## src/rtl/risc_toy_pkg.sv

```systemverilog
// Shared RISC_TOY definitions: opcodes, address width, fetch-entry record.
// The ctrl field exists only when IFETCH_PREDECODE_EN is defined.
package risc_toy_pkg;

  localparam int IAW = 30;

  localparam logic [4:0] OP_ADD = 5'b00100;
  localparam logic [4:0] OP_BR  = 5'b01111;
  localparam logic [4:0] OP_BRL = 5'b10000;
  localparam logic [4:0] OP_J   = 5'b10001;
  localparam logic [4:0] OP_JL  = 5'b10010;

  typedef enum logic {
    ST_IDLE = 1'b0,
    ST_RUN  = 1'b1
  } fetch_state_e;

  typedef struct packed {
    logic [31:0]    instr;
    logic [IAW-1:0] pc;
`ifdef IFETCH_PREDECODE_EN
    logic           ctrl;
`endif
  } fetch_entry_t;

  function automatic logic is_ctrl_op(input logic [4:0] op);
    return (op == OP_BR) || (op == OP_BRL) || (op == OP_J) || (op == OP_JL);
  endfunction

endpackage

```

## src/rtl/risc_toy_ifetch_if.sv

```systemverilog
// Fetch-unit bus: instruction memory, decode handshake and execute redirect.
// IF_CTRL is present only when IFETCH_PREDECODE_EN is defined.
interface risc_toy_ifetch_if;
  import risc_toy_pkg::*;

  logic           IREQ;
  logic [IAW-1:0] IADDR;
  logic [31:0]    INSTR;
  logic           IF_VALID;
  logic           IF_READY;
  logic [31:0]    IF_INSTR;
  logic [IAW-1:0] IF_PC;
  logic           RDIR_EN;
  logic [IAW-1:0] RDIR_ADDR;
`ifdef IFETCH_PREDECODE_EN
  logic           IF_CTRL;

  modport master (
    output IREQ, IADDR, IF_VALID, IF_INSTR, IF_PC, IF_CTRL,
    input  INSTR, IF_READY, RDIR_EN, RDIR_ADDR
  );
  modport slave (
    input  IREQ, IADDR, IF_VALID, IF_INSTR, IF_PC, IF_CTRL,
    output INSTR, IF_READY, RDIR_EN, RDIR_ADDR
  );
`else
  modport master (
    output IREQ, IADDR, IF_VALID, IF_INSTR, IF_PC,
    input  INSTR, IF_READY, RDIR_EN, RDIR_ADDR
  );
  modport slave (
    input  IREQ, IADDR, IF_VALID, IF_INSTR, IF_PC,
    output INSTR, IF_READY, RDIR_EN, RDIR_ADDR
  );
`endif

endinterface

```

## src/rtl/ifetch_fifo.sv

```systemverilog
// DEPTH-entry prefetch FIFO with synchronous flush; DEPTH must be a power of two
// so the pointers wrap naturally. Flush wins over a same-cycle push or pop.
module ifetch_fifo
  import risc_toy_pkg::*;
#(
  parameter int DEPTH = 4,
  localparam int PW = $clog2(DEPTH),
  localparam int CW = $clog2(DEPTH + 1)
) (
  input  logic         clk,
  input  logic         rst_n,
  input  logic         flush,
  input  logic         push,
  input  fetch_entry_t push_data,
  input  logic         pop,
  output fetch_entry_t head,
  output logic         valid,
  output logic [CW-1:0] count
);

  fetch_entry_t  mem_q [DEPTH];
  logic [PW-1:0] wr_ptr_q, wr_ptr_d;
  logic [PW-1:0] rd_ptr_q, rd_ptr_d;
  logic [CW-1:0] count_q, count_d;
  logic          do_push, do_pop;

  always_comb begin
    do_push  = push & ~flush;
    do_pop   = pop & ~flush & (count_q != '0);
    wr_ptr_d = wr_ptr_q;
    rd_ptr_d = rd_ptr_q;
    count_d  = count_q;
    if (flush) begin
      wr_ptr_d = '0;
      rd_ptr_d = '0;
      count_d  = '0;
    end else begin
      if (do_push) wr_ptr_d = wr_ptr_q + 1'b1;
      if (do_pop)  rd_ptr_d = rd_ptr_q + 1'b1;
      case ({do_push, do_pop})
        2'b10:   count_d = count_q + 1'b1;
        2'b01:   count_d = count_q - 1'b1;
        default: count_d = count_q;
      endcase
    end
  end

  always_ff @(posedge clk or negedge rst_n) begin
    if (!rst_n) begin
      wr_ptr_q <= '0;
      rd_ptr_q <= '0;
      count_q  <= '0;
    end else begin
      wr_ptr_q <= wr_ptr_d;
      rd_ptr_q <= rd_ptr_d;
      count_q  <= count_d;
    end
  end

  // Storage needs no reset: entries are only visible while count is non-zero.
  always_ff @(posedge clk) begin
    if (do_push) mem_q[wr_ptr_q] <= push_data;
  end

  assign head  = mem_q[rd_ptr_q];
  assign valid = (count_q != '0);
  assign count = count_q;

endmodule

```

## src/rtl/risc_toy_ifetch.sv

```systemverilog
// RISC_TOY fetch front-end: credit-checked sequential prefetch into ifetch_fifo,
// flush/kill on redirect. IFETCH_PREDECODE_EN adds the IF_CTRL predecode bit.
module risc_toy_ifetch
  import risc_toy_pkg::*;
#(
  parameter int             DEPTH      = 4,
  parameter logic [IAW-1:0] RESET_ADDR = '0
) (
  input logic               CLK,
  input logic               RSTN,
  risc_toy_ifetch_if.master bus
);

  localparam int CW = $clog2(DEPTH + 1);

  fetch_state_e   state_q, state_d;
  logic [IAW-1:0] pc_q, pc_d;
  logic [IAW-1:0] req_pc_q, req_pc_d;
  logic           inflight_q, inflight_d;
  logic           kill_q, kill_d;
  logic           issue, pop, push, fifo_valid;
  logic [CW-1:0]  fifo_count;
  logic [CW:0]    occ_after_pop;
  fetch_entry_t   push_entry, head_entry;

  always_comb begin
    state_d       = ST_RUN;
    pop           = fifo_valid & bus.IF_READY;
    occ_after_pop = (CW+1)'(fifo_count) + (CW+1)'(inflight_q) - (CW+1)'(pop);
    issue         = (state_q == ST_RUN) & ~bus.RDIR_EN & (occ_after_pop < (CW+1)'(DEPTH));
    // Redirect drops the response arriving this cycle as well as the pop.
    push          = inflight_q & ~kill_q & ~bus.RDIR_EN;
    inflight_d    = issue;
    kill_d        = bus.RDIR_EN & inflight_q;
    req_pc_d      = issue ? pc_q : req_pc_q;
    pc_d          = pc_q;
    if (bus.RDIR_EN)  pc_d = bus.RDIR_ADDR;
    else if (issue)   pc_d = pc_q + IAW'(1);
    push_entry.instr = bus.INSTR;
    push_entry.pc    = req_pc_q;
`ifdef IFETCH_PREDECODE_EN
    push_entry.ctrl  = is_ctrl_op(bus.INSTR[31:27]);
`endif
  end

  always_ff @(posedge CLK or negedge RSTN) begin
    if (!RSTN) begin
      state_q    <= ST_IDLE;
      pc_q       <= RESET_ADDR;
      req_pc_q   <= '0;
      inflight_q <= 1'b0;
      kill_q     <= 1'b0;
    end else begin
      state_q    <= state_d;
      pc_q       <= pc_d;
      req_pc_q   <= req_pc_d;
      inflight_q <= inflight_d;
      kill_q     <= kill_d;
    end
  end

  ifetch_fifo #(.DEPTH(DEPTH)) u_fifo (
    .clk       (CLK),
    .rst_n     (RSTN),
    .flush     (bus.RDIR_EN),
    .push      (push),
    .push_data (push_entry),
    .pop       (pop),
    .head      (head_entry),
    .valid     (fifo_valid),
    .count     (fifo_count)
  );

  assign bus.IREQ     = issue;
  assign bus.IADDR    = pc_q;
  assign bus.IF_VALID = fifo_valid;
  assign bus.IF_INSTR = fifo_valid ? head_entry.instr : '0;
  assign bus.IF_PC    = fifo_valid ? head_entry.pc : '0;
`ifdef IFETCH_PREDECODE_EN
  assign bus.IF_CTRL  = fifo_valid & head_entry.ctrl;
`endif

endmodule
```

## src/flat_wrapper.sv

```systemverilog
// flat-port wrapper written by rule: the top's interface ports become plain ports
module risc_toy_ifetch_flat import risc_toy_pkg::*;
#(
  parameter int             DEPTH      = 4,
  parameter logic [IAW-1:0] RESET_ADDR = '0
)
  (CLK, RSTN, bus_IREQ, bus_IADDR, bus_IF_VALID, bus_IF_INSTR, bus_IF_PC, bus_INSTR, bus_IF_READY, bus_RDIR_EN, bus_RDIR_ADDR);
  risc_toy_ifetch_if bus_i ();
  input logic CLK;
  input logic RSTN;
  output wire logic [$bits(bus_i.IREQ)-1:0] bus_IREQ;
  output wire logic [$bits(bus_i.IADDR)-1:0] bus_IADDR;
  output wire logic [$bits(bus_i.IF_VALID)-1:0] bus_IF_VALID;
  output wire logic [$bits(bus_i.IF_INSTR)-1:0] bus_IF_INSTR;
  output wire logic [$bits(bus_i.IF_PC)-1:0] bus_IF_PC;
  input wire logic [$bits(bus_i.INSTR)-1:0] bus_INSTR;
  input wire logic [$bits(bus_i.IF_READY)-1:0] bus_IF_READY;
  input wire logic [$bits(bus_i.RDIR_EN)-1:0] bus_RDIR_EN;
  input wire logic [$bits(bus_i.RDIR_ADDR)-1:0] bus_RDIR_ADDR;
  assign bus_IREQ = bus_i.IREQ;
  assign bus_IADDR = bus_i.IADDR;
  assign bus_IF_VALID = bus_i.IF_VALID;
  assign bus_IF_INSTR = bus_i.IF_INSTR;
  assign bus_IF_PC = bus_i.IF_PC;
  assign bus_i.INSTR = bus_INSTR;
  assign bus_i.IF_READY = bus_IF_READY;
  assign bus_i.RDIR_EN = bus_RDIR_EN;
  assign bus_i.RDIR_ADDR = bus_RDIR_ADDR;
  risc_toy_ifetch #(.DEPTH(DEPTH), .RESET_ADDR(RESET_ADDR)) u_core (.CLK(CLK), .RSTN(RSTN), .bus(bus_i));
endmodule
```

## config.mk

```make
export PLATFORM = sky130hd
export DESIGN_NAME = risc_toy_ifetch_flat
export DESIGN_NICKNAME = d
export VERILOG_FILES = /design/src/rtl/risc_toy_pkg.sv /design/src/rtl/risc_toy_ifetch_if.sv /design/src/rtl/ifetch_fifo.sv /design/src/rtl/risc_toy_ifetch.sv /design/src/flat_wrapper.sv
export SDC_FILE = /design/constraint.sdc
export NUM_CORES = 1
export LEC_CHECK = 0
export ABC_AREA = 1
export CAP_MARGIN = 25
export CORE_ASPECT_RATIO = 0.5
export CORE_MARGIN = 1
export CORE_UTILIZATION = 44
export DETAILED_ROUTE_END_ITERATION = 7
export HOLD_SLACK_MARGIN = 0.15
export PLACE_DENSITY = 0.67
export SYNTH_ARGS = -nofsm -noshare
export SYNTH_HDL_FRONTEND = slang
export SYNTH_SLANG_ARGS = --single-unit
```

## constraint.sdc

```tcl
create_clock -name CLK -period 3.45 [get_ports CLK]
set_input_delay 0.69 -clock CLK [delete_from_list [all_inputs] [get_ports CLK]]
set_output_delay 0.69 -clock CLK [all_outputs]
set_load 0.01 [all_outputs]
```

==> results.md <==
- Status: completed
- Fin crit share: 96.7%
- Worst path max stage delay: 0.60 ns
- Crit-path slowest cell: clkdlybuf4s50_1
- Final hold vios: 0
- CP Max Fanout: 125
- Cts bufs inserted: 28
- Worst Setup EP: bus_IF_PC[24]
- Top cells by area, synth: edfxtp_1 55%, dfrtp_1 13%, nor2_1 8.4%, nand2_1 6.5%, o21ai_0 5.4%
- Post-synthesis cell type count: 27
- Data required time of the critical path: 2.76 ns
- Hold WC Path Type: in2async
- First-pass GRT wire length: 51200 um
- Pwr dens: 741 mW/mm^2
- Reg-to-reg startpoint: u_core.u_fifo.count[0]$_DFFE_PN0P_
- Syn Nets: 1384
- Startpoint class of the critical path: register
- CTS tree: done
- H-tree levels: 1
- Wire per inst: 17.6 um
- Max rail drop VDD: 0.494 mV
- Worst-path clk slew: 0.06 ns
- Yosys warns: 0
- Routed vias: 9840
- Worst Tran Pin Value: 0.943 ns
- CP Capture Type: output pin
- Reg-to-Reg End: u_core.bus.IADDR[26]$_DFFE_PN0P_
- Antenna violations before repair: 1
- CP Buf/Inv Count: 2
- NumNets Final: 1532
- Reg-to-reg slack, setup: 0.74 ns
- #FFs+latches synth: 318
- 1st-pass router iterations: 6
- GRT overflow: 0
- Worst-Skew Late Latency: 0.56 ns
- Placer Congestion: 0.831
- Leading area contributor after synthesis: edfxtp_1
- Unrepaired setup endpoints after global routing: false
- Post-route minimum period: 3.34 ns
- Sequential share of the synthesized area: 67.8%
- Fmax: 300 MHz
- Final WL: 33100 um
- Initial Util: 44.8%
- Largest net degree at the start of global routing: 126
- Top-area cell type share of the netlist area: 54.9%
- Arrival @ worst endpoint: 2.65 ns
- Die height: 126 um
- Die Area: 0.0316 sq mm
- Crit path top cell by count: nor2_1
- Util after Layout: 54.9%
- Antenna viol nets, final: 0
- Core area: 0.0303 sq mm
- Total GRT Usage: 20.8%
- Final Skew: 0.0246 ns
- Setup violations, final: 0
- Avg Cell Area, Syn: 10.4 sq um
- Max Buffers Root-to-Sink: 3
- Family with the most delay on the worst path: buffers and inverters
- Pins Over Slew Limit: 0
- Row cnt: 45
- Crit path depth: 6
- Synth Cell Area: 0.0136 sq mm
- Layout cells sized above 1: 6.43%
- Dpl hpwl: 20700 um
- Number of buffers added on ports: 159
- Max cap viols: 0
- Synth-to-layout area growth: 22.7%
- Leak pwr: 6.26 nW
- Number of cells on the worst reg-to-reg path: 15
- Cells after synthesis: 1309
- Clock sinks: 318
- Worst setup startpoint: u_core.u_fifo.rd_ptr_q[0]$_DFFE_PN0P_
- Clock root buffer: clkbuf_16
- Die X: 250 um
- DRC: 0
- CP Class: reg2out
- Vias/cell: 5.24
- Crit-path cells: buf_16 -> nor2_1 -> nor2_1 -> o21ai_0 -> a21oi_1 -> clkdlybuf4s50_1
- Top Ports: 160
- Number of global-route vias before repair: 9518
- DRT iter0 DRCs: 800
- Headroom to the max-slew limit: 37.1%
- CTS Hold Bufs: 0
- Fin cells: 1877
- Placed insts: 1825
==> per-stage QoR <==
stage | TNS, ns | worst slack, ns | hold WS [ns] | cell area [sq um] | total power, mW
final | 0 | 0.113 | 0.288 | 16600 | 12.3
after CTS | 0 | 0.0461 | 0.297 | 16600 | 12.4
after global routing | 0 | 0.00282 | 0.340 | 16600 | 13.0
after floorplan | -192.94 | -0.778 | 0.394 | 13600 | 7.23
after detailed placement | 0 | 0.0803 | 0.489 | 15700 | 9.28
after global placement | 0 | 0.103 | 0.476 | 15700 | 9.19
==> placed cells by master, fill, tap and decap left out, types with 2 or more instances in the layout <==
cell,n
nand4_1,3
o211ai_1,2
clkbuf_16,30
nor2_4,4
clkinv_1,3
ha_1,8
clkinv_4,2
o211ai_2,3
edfxtp_1,248
buf_16,2
inv_2,4
a21oi_1,65
clkbuf_1,6
nand2_1,236
bufinv_16,2
nand3_2,3
nand3_1,59
buf_12,10
clkinv_2,6
nor2_2,7
nor2_1,298
inv_1,61
dfrtp_1,67
buf_4,13
xnor2_1,2
dfrtp_4,2
clkdlybuf4s50_1,157
o21ai_1,8
o21ai_0,147
xor2_1,9
==> layer usage <==
metal,part of all wire (%),global-route usage (%)
met5,0,0
met4,1.7,4.47
met3,5.0,3.39
met2,48,34.8
met1,45,28.7
==> synthesized netlist by cell type <==
cell type / number
nor2_1: 302
edfxtp_1: 248
nand2_1: 236
o21ai_0: 147
dfrtp_1: 70
a21oi_1: 65
inv_1: 62
nand3_1: 60
clkbuf_1: 34
buf_2: 17
xor2_1: 9
ha_1: 8
o21ai_1: 8
buf_1: 7
nor2_2: 7
inv_2: 5
buf_4: 4
buf_6: 4
nand4_1: 3
o211ai_2: 3
nand3_2: 2
o211ai_1: 2
xnor2_1: 2
conb_1: 1
fa_1: 1
nor3_2: 1
o21ai_2: 1
==> power by group <==
part | switching [mW] | internal, mW | total [mW]
registers | 0.558 | 4.73 | 5.29
clock network | 1.37 | 1.75 | 3.12
logic | 2.21 | 1.71 | 3.92
total | 4.13 | 8.20 | 12.3
==> worst min-delay path by stage <==
stage	startpoint	endpoint	slack [ns]	cells past startpoint
finish	RSTN	u_core.u_fifo.rd_ptr_q[0]$_DFFE_PN0P_	0.29	1
global route	RSTN	u_core.state_q$_DFF_PN0_	0.34	1
CTS	RSTN	u_core.state_q$_DFF_PN0_	0.30	1
detailed placement	u_core.inflight_q$_DFF_PN0_	u_core.kill_q$_DFF_PN0_	0.49	2
global placement	u_core.inflight_q$_DFF_PN0_	u_core.kill_q$_DFF_PN0_	0.48	2
floorplan	RSTN	u_core.bus.IADDR[0]$_DFFE_PN0P_	0.39	0
==> state kept, by name, indices dropped and copies added (netlist names) <==
name and cells:
u_core.state_q 1, u_core.u_fifo.mem_q 248, u_core.inflight_q 1, u_core.req_pc_q 30
u_core.bus.IADDR 30, u_core.u_fifo.count 3, u_core.u_fifo.rd_ptr_q 2, u_core.u_fifo.wr_ptr_q 2
u_core.kill_q 1
==> area by class of cell <==
type / instances / area (sq um)
Fill cell: 2605 / 13700
Sequential cell: 318 / 9210
Multi-Input combinational cell: 858 / 3830
Timing Repair Buffer: 184 / 1940
Clock buffer: 37 / 787
Tap cell: 399 / 499
Inverter: 67 / 255
Clock inverter: 13 / 121
Antenna cell: 1 / 2.50
==> cells by family after synthesis <==
group	synth area share (%)
AO/OA/AOI/OAI	8.57
XOR/XNOR	0.711
adder cells (fa/ha/maj)	0.886
buffers and inverters	4.17
flip-flops	67.8
other	0.0277
AND/OR/NAND/NOR	17.8
==> repair_timing <==
action                     4_1_cts  5_1_grt
pin swaps                        0        0
setup endpoints to repair       12        5
hold endpoints to repair         0        0
gates resized for setup          5        2
buffers inserted                 0        0
(Power assumes the default switching activity.)
